==> src/rtl/processor_pkg.sv <==
// Shared types and constants for the processor controller slice:
// opcode and FSM state enumerations, ALU select codes, instruction field
// positions and the opcode-to-ALU-select mapping.
package processor_pkg;

  typedef enum logic [3:0] {
    OP_NOOP  = 4'b0000,
    OP_LOAD  = 4'b0001,
    OP_STORE = 4'b0010,
    OP_ADD   = 4'b0011,
    OP_SUB   = 4'b0100,
    OP_COPY  = 4'b0101,
    OP_XOR   = 4'b0110,
    OP_OR    = 4'b0111,
    OP_AND   = 4'b1000,
    OP_INC   = 4'b1001,
    OP_HALT  = 4'b1111
  } opcode_e;

  typedef enum logic [3:0] {
    S_INIT   = 4'd0,
    S_FETCH  = 4'd1,
    S_DECODE = 4'd2,
    S_NOOP   = 4'd3,
    S_LOAD_A = 4'd4,
    S_LOAD_B = 4'd5,
    S_STORE  = 4'd6,
    S_ALU_EX = 4'd7,
    S_HALT   = 4'd8
  } state_e;

  localparam logic [2:0] ALU_ZERO = 3'd0;
  localparam logic [2:0] ALU_ADD  = 3'd1;
  localparam logic [2:0] ALU_SUB  = 3'd2;
  localparam logic [2:0] ALU_COPY = 3'd3;
  localparam logic [2:0] ALU_XOR  = 3'd4;
  localparam logic [2:0] ALU_OR   = 3'd5;
  localparam logic [2:0] ALU_AND  = 3'd6;
  localparam logic [2:0] ALU_INC  = 3'd7;

  // Instruction word layout: opcode | Ra | Rb | Rd, with daddr overlaying Ra:Rb
  localparam int OP_HI = 15;
  localparam int OP_LO = 12;
  localparam int RA_HI = 11;
  localparam int RA_LO = 8;
  localparam int RB_HI = 7;
  localparam int RB_LO = 4;
  localparam int RD_HI = 3;
  localparam int RD_LO = 0;
  localparam int DA_HI = 11;
  localparam int DA_LO = 4;

  // ALU select for an ALU-class opcode; anything else selects ALU_ZERO
  function automatic logic [2:0] alu_sel_of(input logic [3:0] op);
    logic [2:0] sel;
    case (op)
      OP_ADD:  sel = ALU_ADD;
      OP_SUB:  sel = ALU_SUB;
      OP_COPY: sel = ALU_COPY;
      OP_XOR:  sel = ALU_XOR;
      OP_OR:   sel = ALU_OR;
      OP_AND:  sel = ALU_AND;
      OP_INC:  sel = ALU_INC;
      default: sel = ALU_ZERO;
    endcase
    return sel;
  endfunction

endpackage

==> src/rtl/control_unit_if.sv <==
// Controller-side bus: instruction ROM fetch, data-memory control,
// register-file control, ALU select and halt status.
interface control_unit_if #(
  parameter int PC_W    = 7,
  parameter int DADDR_W = 8
);
  logic [15:0]        IMem_data;
  logic [PC_W-1:0]    IMem_addr;
  logic [DADDR_W-1:0] D_addr;
  logic               D_wr;
  logic               RF_s;
  logic [3:0]         RF_W_addr;
  logic               RF_W_en;
  logic [3:0]         RF_Ra_addr;
  logic [3:0]         RF_Rb_addr;
  logic [2:0]         ALU_Sel;
  logic               Halted;

  modport master (
    input  IMem_data,
    output IMem_addr, D_addr, D_wr, RF_s, RF_W_addr, RF_W_en,
           RF_Ra_addr, RF_Rb_addr, ALU_Sel, Halted
  );

  modport slave (
    output IMem_data,
    input  IMem_addr, D_addr, D_wr, RF_s, RF_W_addr, RF_W_en,
           RF_Ra_addr, RF_Rb_addr, ALU_Sel, Halted
  );
endinterface

==> src/rtl/control_unit_pc_counter.sv <==
// Program counter: PC_W-bit register with synchronous clear and an
// increment enable; wraps from all-ones back to zero.
module pc_counter #(
  parameter int PC_W = 7
) (
  input  logic            clk,
  input  logic            rst,
  input  logic            up,
  output logic [PC_W-1:0] pc
);

  // Clear on reset, otherwise advance by one when enabled (modular wrap)
  always_ff @(posedge clk) begin
    if (rst)     pc <= '0;
    else if (up) pc <= pc + PC_W'(1);
  end

endmodule

==> src/rtl/control_unit.sv <==
// Multi-cycle processor controller: fetches from instruction ROM, decodes,
// and drives ALU / register-file / data-memory control as a Moore decode of
// FSM state and IR. One instruction in flight at a time.
// Optional build macro CU_SINGLE_STEP_EN adds a Step input that gates
// leaving FETCH.
module control_unit
  import processor_pkg::*;
#(
  parameter int PC_W    = 7,
  parameter int DADDR_W = 8
) (
  input  logic Clk,
  input  logic Reset,
  control_unit_if.master bus
`ifdef CU_SINGLE_STEP_EN
  ,
  input  logic Step
`endif
);

  localparam logic [3:0] ST_INIT   = 4'(S_INIT);
  localparam logic [3:0] ST_FETCH  = 4'(S_FETCH);
  localparam logic [3:0] ST_DECODE = 4'(S_DECODE);
  localparam logic [3:0] ST_NOOP   = 4'(S_NOOP);
  localparam logic [3:0] ST_LOAD_A = 4'(S_LOAD_A);
  localparam logic [3:0] ST_LOAD_B = 4'(S_LOAD_B);
  localparam logic [3:0] ST_STORE  = 4'(S_STORE);
  localparam logic [3:0] ST_ALU_EX = 4'(S_ALU_EX);
  localparam logic [3:0] ST_HALT   = 4'(S_HALT);

  logic [3:0]      state;
  logic [3:0]      state_nx;
  logic [15:0]     ir;
  logic [PC_W-1:0] pc;
  logic            fetch_go;

  logic [3:0] op;
  logic [3:0] ra;
  logic [3:0] rb;
  logic [3:0] rd;
  logic [7:0] daddr;

  assign op    = ir[OP_HI:OP_LO];
  assign ra    = ir[RA_HI:RA_LO];
  assign rb    = ir[RB_HI:RB_LO];
  assign rd    = ir[RD_HI:RD_LO];
  assign daddr = ir[DA_HI:DA_LO];

`ifdef CU_SINGLE_STEP_EN
  assign fetch_go = (state == ST_FETCH) && Step;
`else
  assign fetch_go = (state == ST_FETCH);
`endif

  pc_counter #(.PC_W(PC_W)) u_pc (
    .clk (Clk),
    .rst (Reset),
    .up  (fetch_go),
    .pc  (pc)
  );

  assign bus.IMem_addr = pc;

  // State register; reset abandons any instruction in progress
  always_ff @(posedge Clk) begin
    if (Reset) state <= ST_INIT;
    else       state <= state_nx;
  end

  // Instruction register captures the ROM word on the edge that leaves FETCH
  always_ff @(posedge Clk) begin
    if (Reset)         ir <= '0;
    else if (fetch_go) ir <= bus.IMem_data;
  end

  // Next-state selection; undefined opcodes fall through to NOOP
  always_comb begin
    state_nx = state;
    case (state)
      ST_INIT:   state_nx = ST_FETCH;
      ST_FETCH:  if (fetch_go) state_nx = ST_DECODE;
      ST_DECODE: begin
        case (op)
          OP_LOAD:  state_nx = ST_LOAD_A;
          OP_STORE: state_nx = ST_STORE;
          OP_ADD, OP_SUB, OP_COPY, OP_XOR,
          OP_OR, OP_AND, OP_INC: state_nx = ST_ALU_EX;
          OP_HALT:  state_nx = ST_HALT;
          default:  state_nx = ST_NOOP;
        endcase
      end
      ST_LOAD_A: state_nx = ST_LOAD_B;
      ST_NOOP, ST_LOAD_B, ST_STORE, ST_ALU_EX: state_nx = ST_FETCH;
      ST_HALT:   state_nx = ST_HALT;
      default:   state_nx = ST_INIT;
    endcase
  end

  // Moore output decode: everything idle except in an instruction's active state
  always_comb begin
    bus.D_addr     = '0;
    bus.D_wr       = 1'b0;
    bus.RF_s       = 1'b0;
    bus.RF_W_addr  = '0;
    bus.RF_W_en    = 1'b0;
    bus.RF_Ra_addr = '0;
    bus.RF_Rb_addr = '0;
    bus.ALU_Sel    = ALU_ZERO;
    bus.Halted     = 1'b0;
    case (state)
      ST_LOAD_A: begin
        bus.D_addr = DADDR_W'(daddr);
      end
      ST_LOAD_B: begin
        bus.D_addr    = DADDR_W'(daddr);
        bus.RF_s      = 1'b1;
        bus.RF_W_addr = rd;
        bus.RF_W_en   = 1'b1;
      end
      ST_STORE: begin
        bus.D_addr     = DADDR_W'(daddr);
        bus.D_wr       = 1'b1;
        bus.RF_Ra_addr = rd;
      end
      ST_ALU_EX: begin
        bus.RF_Ra_addr = ra;
        bus.RF_Rb_addr = rb;
        bus.ALU_Sel    = alu_sel_of(op);
        bus.RF_W_addr  = rd;
        bus.RF_W_en    = 1'b1;
      end
      ST_HALT: begin
        bus.Halted = 1'b1;
      end
      default: ;
    endcase
  end

endmodule

==> src/flat_wrapper.sv <==
// flat-port wrapper written by rule: the top's interface ports become plain ports
module control_unit_flat import processor_pkg::*;
#(
  parameter int PC_W    = 7,
  parameter int DADDR_W = 8
)
  (Clk, Reset, bus_IMem_data, bus_IMem_addr, bus_D_addr, bus_D_wr, bus_RF_s, bus_RF_W_addr, bus_RF_W_en, bus_RF_Ra_addr, bus_RF_Rb_addr, bus_ALU_Sel, bus_Halted);
  control_unit_if #(.PC_W(PC_W), .DADDR_W(DADDR_W)) bus_i ();
  input  logic Clk;
  input  logic Reset;
  input wire logic [$bits(bus_i.IMem_data)-1:0] bus_IMem_data;
  output wire logic [$bits(bus_i.IMem_addr)-1:0] bus_IMem_addr;
  output wire logic [$bits(bus_i.D_addr)-1:0] bus_D_addr;
  output wire logic [$bits(bus_i.D_wr)-1:0] bus_D_wr;
  output wire logic [$bits(bus_i.RF_s)-1:0] bus_RF_s;
  output wire logic [$bits(bus_i.RF_W_addr)-1:0] bus_RF_W_addr;
  output wire logic [$bits(bus_i.RF_W_en)-1:0] bus_RF_W_en;
  output wire logic [$bits(bus_i.RF_Ra_addr)-1:0] bus_RF_Ra_addr;
  output wire logic [$bits(bus_i.RF_Rb_addr)-1:0] bus_RF_Rb_addr;
  output wire logic [$bits(bus_i.ALU_Sel)-1:0] bus_ALU_Sel;
  output wire logic [$bits(bus_i.Halted)-1:0] bus_Halted;
  assign bus_i.IMem_data = bus_IMem_data;
  assign bus_IMem_addr = bus_i.IMem_addr;
  assign bus_D_addr = bus_i.D_addr;
  assign bus_D_wr = bus_i.D_wr;
  assign bus_RF_s = bus_i.RF_s;
  assign bus_RF_W_addr = bus_i.RF_W_addr;
  assign bus_RF_W_en = bus_i.RF_W_en;
  assign bus_RF_Ra_addr = bus_i.RF_Ra_addr;
  assign bus_RF_Rb_addr = bus_i.RF_Rb_addr;
  assign bus_ALU_Sel = bus_i.ALU_Sel;
  assign bus_Halted = bus_i.Halted;
  control_unit #(.PC_W(PC_W), .DADDR_W(DADDR_W)) u_core (.Clk(Clk), .Reset(Reset), .bus(bus_i));
endmodule
==> config.mk <==
export PLATFORM = sky130hd
export DESIGN_NAME = control_unit_flat
export DESIGN_NICKNAME = d
export VERILOG_FILES = /design/src/rtl/processor_pkg.sv /design/src/rtl/control_unit_if.sv /design/src/rtl/control_unit_pc_counter.sv /design/src/rtl/control_unit.sv /design/src/flat_wrapper.sv
export SDC_FILE = /design/constraint.sdc
export NUM_CORES = 1
export LEC_CHECK = 0
export BUFFER_PORTS_ARGS = -buffer_cell sky130_fd_sc_hd__buf_2
export CAP_MARGIN = 20
export CORE_ASPECT_RATIO = 0.8
export CORE_MARGIN = 2
export CORE_UTILIZATION = 40
export CTS_CLUSTER_DIAMETER = 60
export CTS_CLUSTER_SIZE = 25
export DETAILED_ROUTE_END_ITERATION = 12
export PLACE_DENSITY = 0.68
export SYNTH_ARGS = -nofsm -noshare
export SYNTH_HDL_FRONTEND = slang
export SYNTH_SLANG_ARGS = --single-unit
==> constraint.sdc <==
create_clock -name Clk -period 1.7 [get_ports Clk]
set_input_delay 0.17 -clock Clk [delete_from_list [all_inputs] [get_ports Clk]]
set_output_delay 0.17 -clock Clk [all_outputs]
set_load 0.005 [all_outputs]
==> impl_metrics.env <==
export IMPL_slowest_delay_ns=0.37
export IMPL_irDropWorstVdd_v=0.000675
export IMPL_synth_edff_count=0
export IMPL_clock_sinks=31
export IMPL_rsz0062_at_grt="true"
export IMPL_setup_viol=0
export IMPL_worst_pin_slew_ns=0.343
export IMPL_ios=52
export IMPL_arrival_ns=1.89
export IMPL_synthCells=189
export IMPL_die_h_um=60.0
export IMPL_max_freq_ghz=0.593
export IMPL_tns_ns=0
export IMPL_yosysSeqAreaShare_pct=39.6
export IMPL_slowest_stage="nor4b_4"
export IMPL_vias_per_cell=4.83
export IMPL_status="completed"
export IMPL_cp_top_family="simple AND/OR/NAND/NOR gates"
export IMPL_synth_cell_type_count=27
export IMPL_placed_area_um2=1970
export IMPL_finalHoldViolations=0
export IMPL_drc=0
export IMPL_num_vias=1523
export IMPL_syn_nets=211
export IMPL_ys_warnings_count=0
export IMPL_grt_pass1_vias=1384
export IMPL_synthTopCellsByArea="dfxtp_1 (40%), nand2_1 (8.9%), a21oi_1 (6.4%)"
export IMPL_antennaDiodeCount=0
export IMPL_numCtsBuffers=5
export IMPL_synthToLayoutAreaGrowth_pct=42.5
export IMPL_ctsLongestPathBuffers=2
export IMPL_first_iter_violations=80
export IMPL_grt_overflow=0
export IMPL_h_tree_depth=2
export IMPL_grt_max_degree=18
export IMPL_p_per_area_nw_per_um2=850
export IMPL_wire_per_inst_um=12.3
export IMPL_antenna_found_initial=0
export IMPL_setup_ws_ns=0.0128
export IMPL_netlist_area_um2=1570
export IMPL_placed_cells_incl_taps=297
export IMPL_drive_gt1_share_pct=41.2
export IMPL_insertion_delay_ns=0.28
export IMPL_crit_fanout=4
export IMPL_finalMaxSlewViolations=0
export IMPL_numPortBuffers=51
export IMPL_hp_class="primary input to flip-flop"
export IMPL_core_area_um2=3780
export IMPL_drt_pass1_iter_count=4
export IMPL_cts_hold_buf=0
export IMPL_drt_antenna_violating_nets=0
export IMPL_grt_pass1_wl_um=6210
export IMPL_synth_seq_cells=31
export IMPL_instances_no_fill=315
export IMPL_critPathCaptureType="flip-flop"
export IMPL_synthArstFlopShare_pct=0
export IMPL_power_total_mw=1.90
export IMPL_holdWs_ns=0.122
export IMPL_synth_ff_type="dfxtp_1"
export IMPL_yosysMostFrequentCell="nand2_1"
export IMPL_slew_headroom_pct=76.5
export IMPL_syn_area_per_cell_um2=8.28
export IMPL_gp_congestion=0.795
export IMPL_crit_chain="nor4b_4, nand2_1, a21oi_4, inv_1, ha_1, a22oi_1"
export IMPL_place_ws_ns=-0.0102
export IMPL_dp_hpwl_um=2780
export IMPL_fin_crit_sh_pct=99.2
export IMPL_die_w_um=73.9
export IMPL_nets=281
export IMPL_cp_start_kind="flip-flop"
export IMPL_die_area_um2=4430
export IMPL_synth_top_area_cell="dfxtp_1"
export IMPL_drv_cap=0
export IMPL_ys_top_cells_by_count="nand2_1 (37), dfxtp_1 (31), a21oi_1 (20)"
export IMPL_setup_worst_path_class="flip-flop to flip-flop"
export IMPL_drt_wl_total_um=3870
export IMPL_layout_min_cycle_time_ns=1.69
export IMPL_synth_top_area_share_pct=39.6
export IMPL_start_util_pct=41.4
export IMPL_cts_tree="built"
export IMPL_critPathRequiredTime_ns=1.90
export IMPL_grt_total_usage_pct=18.5
export IMPL_fillers=335
export IMPL_rows=20
export IMPL_p_leak_nw=1.03
export IMPL_path_buf_inv=1
export IMPL_final_util_pct=59.0
export IMPL_path_clk_slew_ns=0.06
export IMPL_final_cell_area_um2=2230
export IMPL_ctsRootBufferMaster="clkbuf_8"
export IMPL_fin_skew_ns=0.00641
[placed cells by master, fill, tap and decap left out, types with 2 or more instances in the layout]
cell type / netlist / final
buf_2: 4 / 51
nand2_1: 37 / 35
dfxtp_1: 31 / 27
buf_4: 0 / 19
a21oi_1: 20 / 17
and2_1: 13 / 12
nor2_1: 10 / 9
xnor2_1: 8 / 8
nand2b_1: 8 / 7
clkbuf_8: 0 / 7
and3_1: 6 / 6
nor3_1: 6 / 5
a22o_1: 4 / 4
inv_1: 6 / 4
nand3_1: 4 / 4
buf_6: 1 / 4
mux2i_1: 3 / 3
nor3_2: 2 / 3
a2111oi_0: 3 / 3
ha_1: 4 / 3
dfxtp_2: 0 / 3
a22oi_1: 3 / 2
a21oi_2: 0 / 2
nor4_4: 2 / 2
nand3b_1: 2 / 2
[metal layers]
| layer | vias to the layer above | part of all wire [%] | track usage, % |
|---|---|---|---|
| met5 | - | 0 | 0 |
| met4 | 0 | 1.6 | 7.01 |
| met3 | 8 | 5.7 | 4.89 |
| met2 | 48 | 46 | 29.7 |
| met1 | 692 | 47 | 23.8 |
| li1 | 775 | - | - |
[where the power goes]
part | internal (mW) | leakage (nW) | switching (mW)
Sequential | 0.791 | 0.255 | 0.0540
Clock | 0.369 | 0.0515 | 0.263
Combinational | 0.209 | 0.722 | 0.212
[path summary, 6_finish.rpt]
| check | start | end | slack (ns) | depth (start not counted) |
|---|---|---|---|---|
| setup / recovery | u_core.state[2]$_SDFF_PP0_ | flip-flop | 0.01 | 6 |
| hold / removal | bus_IMem_data[1] | u_core.ir[1]$_SDFFE_PP0N_ | 0.12 | 3 |
| setup reg to reg | u_core.state[2]$_SDFF_PP0_ | flip-flop | 0.01 | 6 |
| hold reg to reg | u_core.ir[7]$_SDFFE_PP0N_ | u_core.ir[7]$_SDFFE_PP0N_ | 0.47 | 2 |
[worst reg2reg max path, cell delays in order (launching register included)]
cell and delay (ns):
dfxtp_4 0.36, nor4b_4 0.38, nand2_1 0.17, a21oi_4 0.25, inv_1 0.07, ha_1 0.21, a22oi_1 0.18
[cell families (layout without fill, tap and decap cells)]
logic type | after synthesis | count (layout) | share of synthesized area [%]
xor+xnor | 8 | 8 | 4.48
simple gates | 95 | 95 | 33.9
mux | 3 | 3 | 1.92
fa+ha+maj | 4 | 4 | 3.20
buf+inv | 18 | 89 | 5.12
compound gates | 30 | 30 | 11.8
flops | 31 | 31 | 39.6
[layout make-up]
class / instances / area (um^2) / area share, %
multi-input cells: 140 / 945 / 42.3
flip-flops and latches: 31 / 628 / 28.2
repair buffers: 75 / 463 / 20.8
clock buffers: 8 / 100 / 4.49
well taps: 55 / 68.8 / 3.08
inverters: 6 / 26.3 / 1.18
[what timing repair did]
| item | 4_1_cts | 5_1_grt |
|---|---|---|
| setup buffers | 1 | 9 |
| pin swaps | 2 | 9 |
| setup endpoints to repair | 26 | 13 |
| gates cloned | 0 | 0 |
| resized for setup | 13 | 11 |
Power figures use the tool's default switching activity.
